$ cat src/rtl/x161_divn_ctrl_pkg.sv
`default_nettype none
// +------------------------------------------------------------------+
// | Module  : x161_divn_ctrl_pkg                                      |
// | Purpose : Shared types, N-encoding constants and small helpers    |
// |           for the x74161 divide-by-N sequencer.                   |
// | Rev     : 1.0  initial release                                    |
// +------------------------------------------------------------------+
package x161_divn_ctrl_pkg;

  // Controller state encoding (explicit 2-bit width)
  typedef enum logic [1:0] {
    ST_IDLE = 2'd0,
    ST_LOAD = 2'd1,
    ST_RUN  = 2'd2,
    ST_HOLD = 2'd3
  } state_t;

  // N input encoding: 0 stands for 16, 1 is clamped up to the minimum modulus
  localparam int N_ZERO_MEANS = 16;
  localparam int N_MIN        = 2;

  // Effective modulus (2..16) for a raw 4-bit N request
  function automatic logic [4:0] n_eff(input logic [3:0] n);
    logic [4:0] r;
    if (n == 4'd0) begin
      r = 5'(N_ZERO_MEANS);
    end else if (n == 4'd1) begin
      r = 5'(N_MIN);
    end else begin
      r = {1'b0, n};
    end
    return r;
  endfunction

  // Preset that makes a 4-bit up-counter reach 15 after n_lat-1 increments
  function automatic logic [3:0] preset_of(input logic [4:0] n_lat);
    logic [4:0] diff;
    diff = 5'd16 - n_lat;
    return diff[3:0];
  endfunction

endpackage
`default_nettype wire

$ cat src/rtl/x161_divn_ctrl_if.sv
`default_nettype none
// +------------------------------------------------------------------+
// | Module  : x161_divn_ctrl_if                                       |
// | Purpose : Control inputs, counter feedback and counter/downstream |
// |           outputs of the divide-by-N sequencer.                   |
// | Rev     : 1.0  initial release                                    |
// +------------------------------------------------------------------+
interface x161_divn_ctrl_if #(
  parameter int WRAP_W = 8
);
  // Control and counter feedback (into the sequencer)
  logic              START;
  logic              STOP;
  logic              EN;
  logic [3:0]        N;
  logic [3:0]        Q;
  logic              TC;
  // Counter control and downstream results (out of the sequencer)
  logic              PE;
  logic [3:0]        D;
  logic              CEP;
  logic              CET;
  logic              DIV_OUT;
  logic [WRAP_W-1:0] WRAPS;
  logic              OVF;

  // Environment side: system control plus the x74161 feedback
  modport master (
    output START, STOP, EN, N, Q, TC,
    input  PE, D, CEP, CET, DIV_OUT, WRAPS, OVF
  );

  // Sequencer side
  modport slave (
    input  START, STOP, EN, N, Q, TC,
    output PE, D, CEP, CET, DIV_OUT, WRAPS, OVF
  );
endinterface
`default_nettype wire

$ cat src/rtl/x161_divn_ctrl_sat_cnt.sv
`default_nettype none
// +------------------------------------------------------------------+
// | Module  : x_sat_cnt                                               |
// | Purpose : Saturating event counter with sticky overflow flag and  |
// |           synchronous clear.                                      |
// | Rev     : 1.0  initial release                                    |
// +------------------------------------------------------------------+
module x_sat_cnt #(
  parameter int WIDTH = 8
) (
  input  logic             clk,
  input  logic             rst,
  input  logic             clr,
  input  logic             inc,
  output logic [WIDTH-1:0] cnt,
  output logic             ovf
);

  logic full;
  assign full = &cnt;

  // Count events, hold at all-ones, and flag any event that arrives while full
  always_ff @(posedge clk) begin
    if (rst || clr) begin
      cnt <= '0;
      ovf <= 1'b0;
    end else if (inc) begin
      if (full) begin
        ovf <= 1'b1;
      end else begin
        cnt <= cnt + WIDTH'(1);
      end
    end
  end

endmodule
`default_nettype wire

$ cat src/rtl/x161_divn_ctrl.sv
`default_nettype none
// +------------------------------------------------------------------+
// | Module  : x161_divn_ctrl                                          |
// | Purpose : Divide-by-N sequencer for an adjacent x74161 counter.   |
// |           Presets the counter to 16-N so TC marks every Nth       |
// |           cycle, and reports the divided pulse and wrap count.    |
// | Rev     : 1.0  initial release                                    |
// +------------------------------------------------------------------+
module x161_divn_ctrl
  import x161_divn_ctrl_pkg::*;
#(
  parameter int WRAP_W = 8
) (
  input  logic             CP,
  input  logic             CR,
  x161_divn_ctrl_if.slave  bus
);

  state_t     state;
  state_t     state_nx;
  logic [4:0] n_lat;
  logic       wrap;
  logic       start_ld;

  // A wrap is the RUN cycle in which the counter sits at terminal count
  assign wrap     = (state == ST_RUN) && bus.TC;
  // IDLE -> LOAD edge; STOP outranks START
  assign start_ld = (state == ST_IDLE) && !bus.STOP && bus.START;

  // State register
  always_ff @(posedge CP) begin
    if (CR) begin
      state <= ST_IDLE;
    end else begin
      state <= state_nx;
    end
  end

  // Next-state logic: STOP wins over every other request
  always_comb begin
    state_nx = state;
    if (bus.STOP) begin
      state_nx = ST_IDLE;
    end else begin
      case (state)
        ST_IDLE: if (bus.START) state_nx = ST_LOAD;
        ST_LOAD: state_nx = bus.EN ? ST_RUN : ST_HOLD;
        ST_RUN:  if (!bus.EN) state_nx = ST_HOLD;
        ST_HOLD: if (bus.EN) state_nx = ST_RUN;
        default: state_nx = ST_IDLE;
      endcase
    end
  end

  // Modulus is sampled only at start and at each wrap, so a new N applies
  // from the period after the next reload
  always_ff @(posedge CP) begin
    if (CR) begin
      n_lat <= 5'd16;
    end else if (start_ld || wrap) begin
      n_lat <= n_eff(bus.N);
    end
  end

  // Counter control: load in LOAD, count in RUN with reload at TC, freeze in HOLD
  always_comb begin
    bus.PE  = 1'b1;
    bus.CEP = 1'b0;
    bus.CET = 1'b0;
    case (state)
      ST_LOAD: bus.PE = 1'b0;
      ST_RUN: begin
        bus.PE  = ~bus.TC;
        bus.CEP = 1'b1;
        bus.CET = 1'b1;
      end
      ST_HOLD: bus.CET = 1'b1;
      default: bus.PE = 1'b1;
    endcase
  end

  assign bus.D       = preset_of(n_lat);
  assign bus.DIV_OUT = wrap;

  // Wrap statistics survive STOP; only reset and a fresh START clear them
  x_sat_cnt #(
    .WIDTH (WRAP_W)
  ) u_wraps (
    .clk (CP),
    .rst (CR),
    .clr (start_ld),
    .inc (wrap),
    .cnt (bus.WRAPS),
    .ovf (bus.OVF)
  );

endmodule
`default_nettype wire
$ cat src/flat_wrapper.sv
// flat-port wrapper written by rule: the top's interface ports become plain ports
module x161_divn_ctrl_flat import x161_divn_ctrl_pkg::*;
#(
  parameter int WRAP_W = 8
)
  (CP, CR, bus_START, bus_STOP, bus_EN, bus_N, bus_Q, bus_TC, bus_PE, bus_D, bus_CEP, bus_CET, bus_DIV_OUT, bus_WRAPS, bus_OVF);
  x161_divn_ctrl_if #(.WRAP_W(WRAP_W)) bus_i ();
  input  logic CP;
  input  logic CR;
  input wire logic [$bits(bus_i.START)-1:0] bus_START;
  input wire logic [$bits(bus_i.STOP)-1:0] bus_STOP;
  input wire logic [$bits(bus_i.EN)-1:0] bus_EN;
  input wire logic [$bits(bus_i.N)-1:0] bus_N;
  input wire logic [$bits(bus_i.Q)-1:0] bus_Q;
  input wire logic [$bits(bus_i.TC)-1:0] bus_TC;
  output wire logic [$bits(bus_i.PE)-1:0] bus_PE;
  output wire logic [$bits(bus_i.D)-1:0] bus_D;
  output wire logic [$bits(bus_i.CEP)-1:0] bus_CEP;
  output wire logic [$bits(bus_i.CET)-1:0] bus_CET;
  output wire logic [$bits(bus_i.DIV_OUT)-1:0] bus_DIV_OUT;
  output wire logic [$bits(bus_i.WRAPS)-1:0] bus_WRAPS;
  output wire logic [$bits(bus_i.OVF)-1:0] bus_OVF;
  assign bus_i.START = bus_START;
  assign bus_i.STOP = bus_STOP;
  assign bus_i.EN = bus_EN;
  assign bus_i.N = bus_N;
  assign bus_i.Q = bus_Q;
  assign bus_i.TC = bus_TC;
  assign bus_PE = bus_i.PE;
  assign bus_D = bus_i.D;
  assign bus_CEP = bus_i.CEP;
  assign bus_CET = bus_i.CET;
  assign bus_DIV_OUT = bus_i.DIV_OUT;
  assign bus_WRAPS = bus_i.WRAPS;
  assign bus_OVF = bus_i.OVF;
  x161_divn_ctrl #(.WRAP_W(WRAP_W)) u_core (.CP(CP), .CR(CR), .bus(bus_i));
endmodule
$ cat config.mk
export PLATFORM = sky130hd
export DESIGN_NAME = x161_divn_ctrl_flat
export DESIGN_NICKNAME = d
export VERILOG_FILES = /design/src/rtl/x161_divn_ctrl_pkg.sv /design/src/rtl/x161_divn_ctrl_if.sv /design/src/rtl/x161_divn_ctrl_sat_cnt.sv /design/src/rtl/x161_divn_ctrl.sv /design/src/flat_wrapper.sv
export SDC_FILE = /design/constraint.sdc
export NUM_CORES = 1
export LEC_CHECK = 0
export BUFFER_PORTS_ARGS = -buffer_cell sky130_fd_sc_hd__buf_2
export CAP_MARGIN = 20
export CORE_ASPECT_RATIO = 0.7
export CORE_MARGIN = 1.5
export CORE_UTILIZATION = 25
export CTS_CLUSTER_DIAMETER = 80
export DETAILED_ROUTE_END_ITERATION = 10
export GPL_TIMING_DRIVEN = 1
export HOLD_SLACK_MARGIN = 0.02
export PLACE_DENSITY = 0.48
export SLEW_MARGIN = 10
export SYNTH_ARGS = -nofsm -noshare
export SYNTH_HDL_FRONTEND = slang
export SYNTH_SLANG_ARGS = --single-unit
export TNS_END_PERCENT = 5
$ cat constraint.sdc
create_clock -name CP -period 1.7 [get_ports CP]
set_clock_uncertainty 0.2 [all_clocks]
set_input_delay 0.34 -clock CP [delete_from_list [all_inputs] [get_ports CP]]
set_output_delay 0.34 -clock CP [all_outputs]
set_load 0.02 [all_outputs]
## Word-level counts from Yosys, hierarchy flattened

Cells that the tools add are included.

- Register bits after elaboration: 15
- Latch bits: 0
- RAM bits: 0
- Memory bits (read-only): 0
- Input bits: 14
- Output and inout port bits: 17
- Word-level logic and storage cells: 39
- Memories kept: 0

- $add $sub $neg: 2
- Multipliers: 0
- Div/mod/pow operators: 0
- $lt $le $gt $ge: 0
- Equality and inequality tests: 7
- Shift-type cells: 0
- Mux-type cells: 10
- Bitwise logic cells: 2
- Reductions and logical operators: 14

Operators with widths:

| operator | number |
|---|---|
| AND reduction 9 bit | 1 |
| adder 8 x 1 -> 8 bit (second input constant) | 1 |
| two-way mux 4 bit | 2 |
| case mux 2 bit (4 select lines) | 1 |
| AND reduction 8 bit | 1 |
| two-way mux 2 bit | 3 |
| inequality test 2 bit (second input constant) | 3 |
| equality test 2 bit (second input constant) | 2 |
| equality test 4 x 1 -> 1 bit (second input constant) | 1 |
| logical NOT 4 bit | 1 |
| OR reduction 2 bit | 2 |
| subtractor 1 x 4 -> 4 bit (first input constant) | 1 |
| logical AND 1 bit | 3 |
| two-way mux 1 bit | 3 |
| AND reduction 3 bit | 1 |
| equality test 2 x 1 -> 1 bit (second input constant) | 1 |
| logical NOT 2 bit | 1 |
| logical OR 1 bit | 2 |
| NOT 1 bit | 2 |
| case mux 1 bit (2 select lines) | 1 |
| AND reduction 2 bit | 1 |
| logical NOT 1 bit | 1 |

## Longest topological paths before layout

- Word-level depth: 4
- Mapped depth: 5
- Mapped depth without buffers: 5

## By module

From an unflattened synthesis, not the netlist that was laid out.

- Cell total of the unflattened synthesis: 92
- Area, all modules: 785.8 um2

Modules (own cells, without submodules):

| module | times used | cells an instance | area each (um2) | seq. area each (um2) |
|---|---|---|---|---|
| x_sat_cnt | 1 | 52 | 460.4 | 180.2 |
| x161_divn_ctrl | 1 | 40 | 325.3 | 120.1 |

## Worst setup path after synthesis

OpenSTA, ideal clock, no wires.

- Kind: reg-to-reg
- Start: register u_core.u_wraps.cnt[2]
- End: register u_core.u_wraps.cnt[3]
- Setup time: 0.066 ns
- Arrival: 1.342 ns
- Data required time: 1.434 ns
- Setup slack: 0.092 ns
- Stages on the path, launching flop included: 5
- Buffers on the path: 0
- Clock period less this slack: 1.608 ns
- Path through: dfxtp_1 -> nand3_1 -> or2_4 -> or3_1 -> a21oi_2

- Longest elaborated chain between the ends: 3
- Elaborated cells between the ends (all ways): 4
- Those cells by class: 1 x add/sub; 1 x bitwise; 2 x reduce/logical

RTL lines:

| what | line | text |
|---|---|---|
| from (decl) | x161_divn_ctrl_sat_cnt.sv:15 | `output logic [WIDTH-1:0] cnt,` |
| from (signal assigned) | x161_divn_ctrl_sat_cnt.sv:31 | `cnt <= cnt + WIDTH'(1);` |
| parallel branches: the longest is 3 deep, another holds adder 8 x 1 -> 8 bit | -- |  |

Parallel ways; which one is timed is not known.
A chain may end at the register's enable or synchronous reset.

## Final worst setup path

- Start: register u_core.n_lat[0]
- End: output port bus_D[3]

- Longest elaborated chain between the ends: 1

RTL lines:

| what | line | text |
|---|---|---|
| from (decl) | x161_divn_ctrl.sv:21 | `logic [4:0] n_lat;` |
| from (signal assigned) | x161_divn_ctrl.sv:61 | `n_lat <= n_eff(bus.N);` |
| subtractor 1 x 4 -> 4 bit | x161_divn_ctrl_pkg.sv:38 | `diff = 5'd16 - n_lat;` |
| to (decl) | flat_wrapper.sv:17 | `output wire logic [$bits(bus_i.D)-1:0] bus_D;` |

No other way between the ends.

==> summary.md <==
| Metric | Value |
|---|---|
| Hold crit path type | `input pin to flop` |
| Post-CTS setup buffers | `0` |
| Most used DFF post-synth | `dfxtp_1` |
| Worst setup margin | `0.0312 ns` |
| Core box area | `~0.0028 mm2` |
| WS Path Type | `flop to primary output` |
| Drt first pass iters | `4` |
| R2r worst-path depth | `4` |
| Number of flops mapped to enable cells by yosys | `0` |
| Buffers on Ports | `26` |
| Clock tree buffer depth | `2` |
| Drt via density | `4.40` |
| Status | `complete, no violations` |
| Max Slew Vio Count | `0` |
| Hpwl dp | `1.31 mm` |
| Largest net degree at the start of global routing | `10` |
| Total Power | `767 uW` |
| Remaining DRCs | `0` |
| Clk slew on worst S/H paths | `0.06 ns` |
| Pwr/cell area | `about 750 mW/mm2` |
| Global route overflow | `0` |
| Hold Path Depth | `2` |
| Setup crit end | `bus_D[3]` |
| Vias in the first global route | `638` |
| Most common cell after layout, fill and taps aside | `buf_2` |
| Worst slew pin tran | `0.307 ns` |
| Antenna-violating nets left | `0` |
| FILL cells | `305` |
| Most frequent cells in the layout | `25 x buf_2, 14 x nor2_1, 12 x dfxtp_1, 10 x nor3_1, 9 x buf_4` |
| Layout cells sized above 1 | `between 30% and 40%` |
| Synthesized area per cell | `8.07 um2` |
| Reg2Reg Setup Slack | `0.12 ns` |
| GRT Util Overall | `11.1%` |
| VDD IR max | `0.000253 V` |
| Register area share after synthesis | `40.0%` |
| Num CTS Buffers | `3` |
| Area grow syn2layout | `36.5%` |
| I/O Pins | `31` |
| Crit path launch | `u_core.n_lat[0]$_SDFFE_PP0P_` |
| Avg WL per Cell | `10.0 um` |
| Hold Slack | `0.0836 ns` |
| Ys async rst share | `0%` |
| Syn Nets | `109` |
| Max-cap violations | `0` |
| Yosys reg bits | `15` |
| Yosys cell types | `30` |
| Later-pin clock latency in the skew report | `0.26 ns` |
| Fraction of the cycle the final worst path needs | `98.2%` |
| # diodes | `0` |
| Core Util, Final | `36.3%` |
| Slew HR | `79.5%` |
| Kind of end point of the critical path | `primary output` |
| Leak | `0.441 nW` |
| Data arrival, critical path | `1.13 ns` |
| Unrepaired setup endpoints after global routing | `yes` |
| H-tree depth | `1` |
| First-pass GRT wire length | `2.79 mm` |
| Routed Wire Length | `1.64 mm` |
| Fin. Hold Viols | `0` |
| Die Height | `48.8 um` |
| RD Place Congestion | `0.763` |
| Die span in x | `68.5 um` |
| Min cycle time layout | `1.67 ns` |
| Synthesized area | `751 um2` |
| DR iter-0 viols | `18` |
| Yosys warns | `0` |
| CP required | `approximately 1.2 ns` |
| # clock sinks | `15` |
| Fmax | `599 MHz` |
| Clock Tree Root | `clkbuf_8` |
| Cells after Synth | `93` |
| DR vias | `718` |
| Total Nets Final | `144` |
| Startpoint types | `flop` |
| Worst slack, placed | `0.106 ns` |
| Worst-path fanout max | `4` |
| CTS tree | `yes` |
| Row cnt | `16` |
| Antenna violations before repair | `0` |
| Initial core utilization | `26.6%` |
| Die area | `0.00335 mm2` |
| Total negative slack | `0 ns` |
| R2r endpoint | `u_core.u_wraps.cnt[3]$_SDFFE_PP0P_` |
| Final setup fails | `0` |
| RR Startpoint | `u_core.state[0]$_SDFFE_PP0P_` |
==> registers in the layout, indices dropped and copies added, names as in the netlist <==
signal              count
u_core.state            2
u_core.n_lat            4
u_core.u_wraps.ovf      1
u_core.u_wraps.cnt      8
==> power by group <==
group	switching [mW]	internal, mW	total [mW]
clock network	0.134	0.163	0.297
registers	0.00709	0.359	0.366
logic	0.0593	0.0452	0.105
==> metal layers <==
| layer | GRT usage (%) | up-vias | share of wire, % |
|---|---|---|---|
| met2 | 15.1 | 12 | 42 |
| li1 | - | 390 | - |
| met1 | 15.8 | 313 | 51 |
| met5 | 0 | - | 0 |
| met4 | 4.00 | 0 | 1.5 |
| met3 | 4.39 | 3 | 5.0 |
==> cell usage after synthesis, types with 2 or more instances <==
library cell	count	share of area (%)
nand2_1	7	3.5
nand3_1	4	2.7
xor2_1	2	2.3
nor2_1	14	7.0
dfxtp_1	15	40
inv_1	4	2.0
xnor2_1	2	2.3
ha_1	2	3.3
o21ai_0	6	4.0
a211oi_1	2	2.0
a21oi_1	7	4.7
nor3_1	10	6.7
==> cell type report <==
cell class / count / area (um2) / area share (%)
Multi-Input combinational cell: 69 / 413 / 40.3
Sequential cell: 15 / 307 / 29.9
Timing Repair Buffer: 34 / 193 / 18.8
Tap cell: 36 / 45.0 / 4.40
Clock buffer: 3 / 41.3 / 4.03
Inverter: 5 / 21.3 / 2.08
Clock inverter: 1 / 5.00 / 0.488
==> kinds of logic (layout without fill, tap and decap cells) <==
| logic type | after synthesis | count (layout) | share of synthesized area [%] |
|---|---|---|---|
| flops | 15 | 15 | 40.0 |
| buf+inv | 9 | 43 | 5.83 |
| mux | 1 | 1 | 1.33 |
| simple gates | 42 | 42 | 29.0 |
| compound gates | 20 | 20 | 15.8 |
| xor+xnor | 4 | 4 | 4.67 |
| fa+ha+maj | 2 | 2 | 3.33 |
==> how the worst min path moves through the flow <==
stage	start	slack, ns	endpoint
2_1_floorplan	bus_STOP	0.22	u_core.state[0]$_SDFFE_PP0P_
3_3_place_gp	u_core.n_lat[3]$_SDFFE_PP0P_	0.27	u_core.n_lat[3]$_SDFFE_PP0P_
3_5_place_dp	u_core.n_lat[3]$_SDFFE_PP0P_	0.27	u_core.n_lat[3]$_SDFFE_PP0P_
4_1_cts	bus_STOP	0.08	u_core.state[0]$_SDFFE_PP0P_
5_1_grt	bus_STOP	0.07	u_core.state[0]$_SDFFE_PP0P_
6_report	bus_STOP	0.08	u_core.state[0]$_SDFFE_PP0P_
==> critical path: stages, from the launching register on <==
cell     delay, ns
dfxtp_2       0.33
nor3_1        0.22
xnor2_1       0.14
buf_2         0.18
==> per-stage QoR <==
stage / cells / area [um2]
5_1_grt: 163 / 1020
2_1_floorplan: 93 / 751
4_1_cts: 163 / 1010
6_report: 163 / 1020
3_3_place_gp: 159 / 961
3_5_place_dp: 159 / 961
==> what timing repair did <==
| item | in CTS | in global routing |
|---|---|---|
| hold buffers | 0 | 0 |
| endpoints found under the setup margin | 2 | 5 |
| resized for setup | 3 | 6 |
| pin swaps | 0 | 0 |
Note: power is estimated with default switching activity, not from simulation.
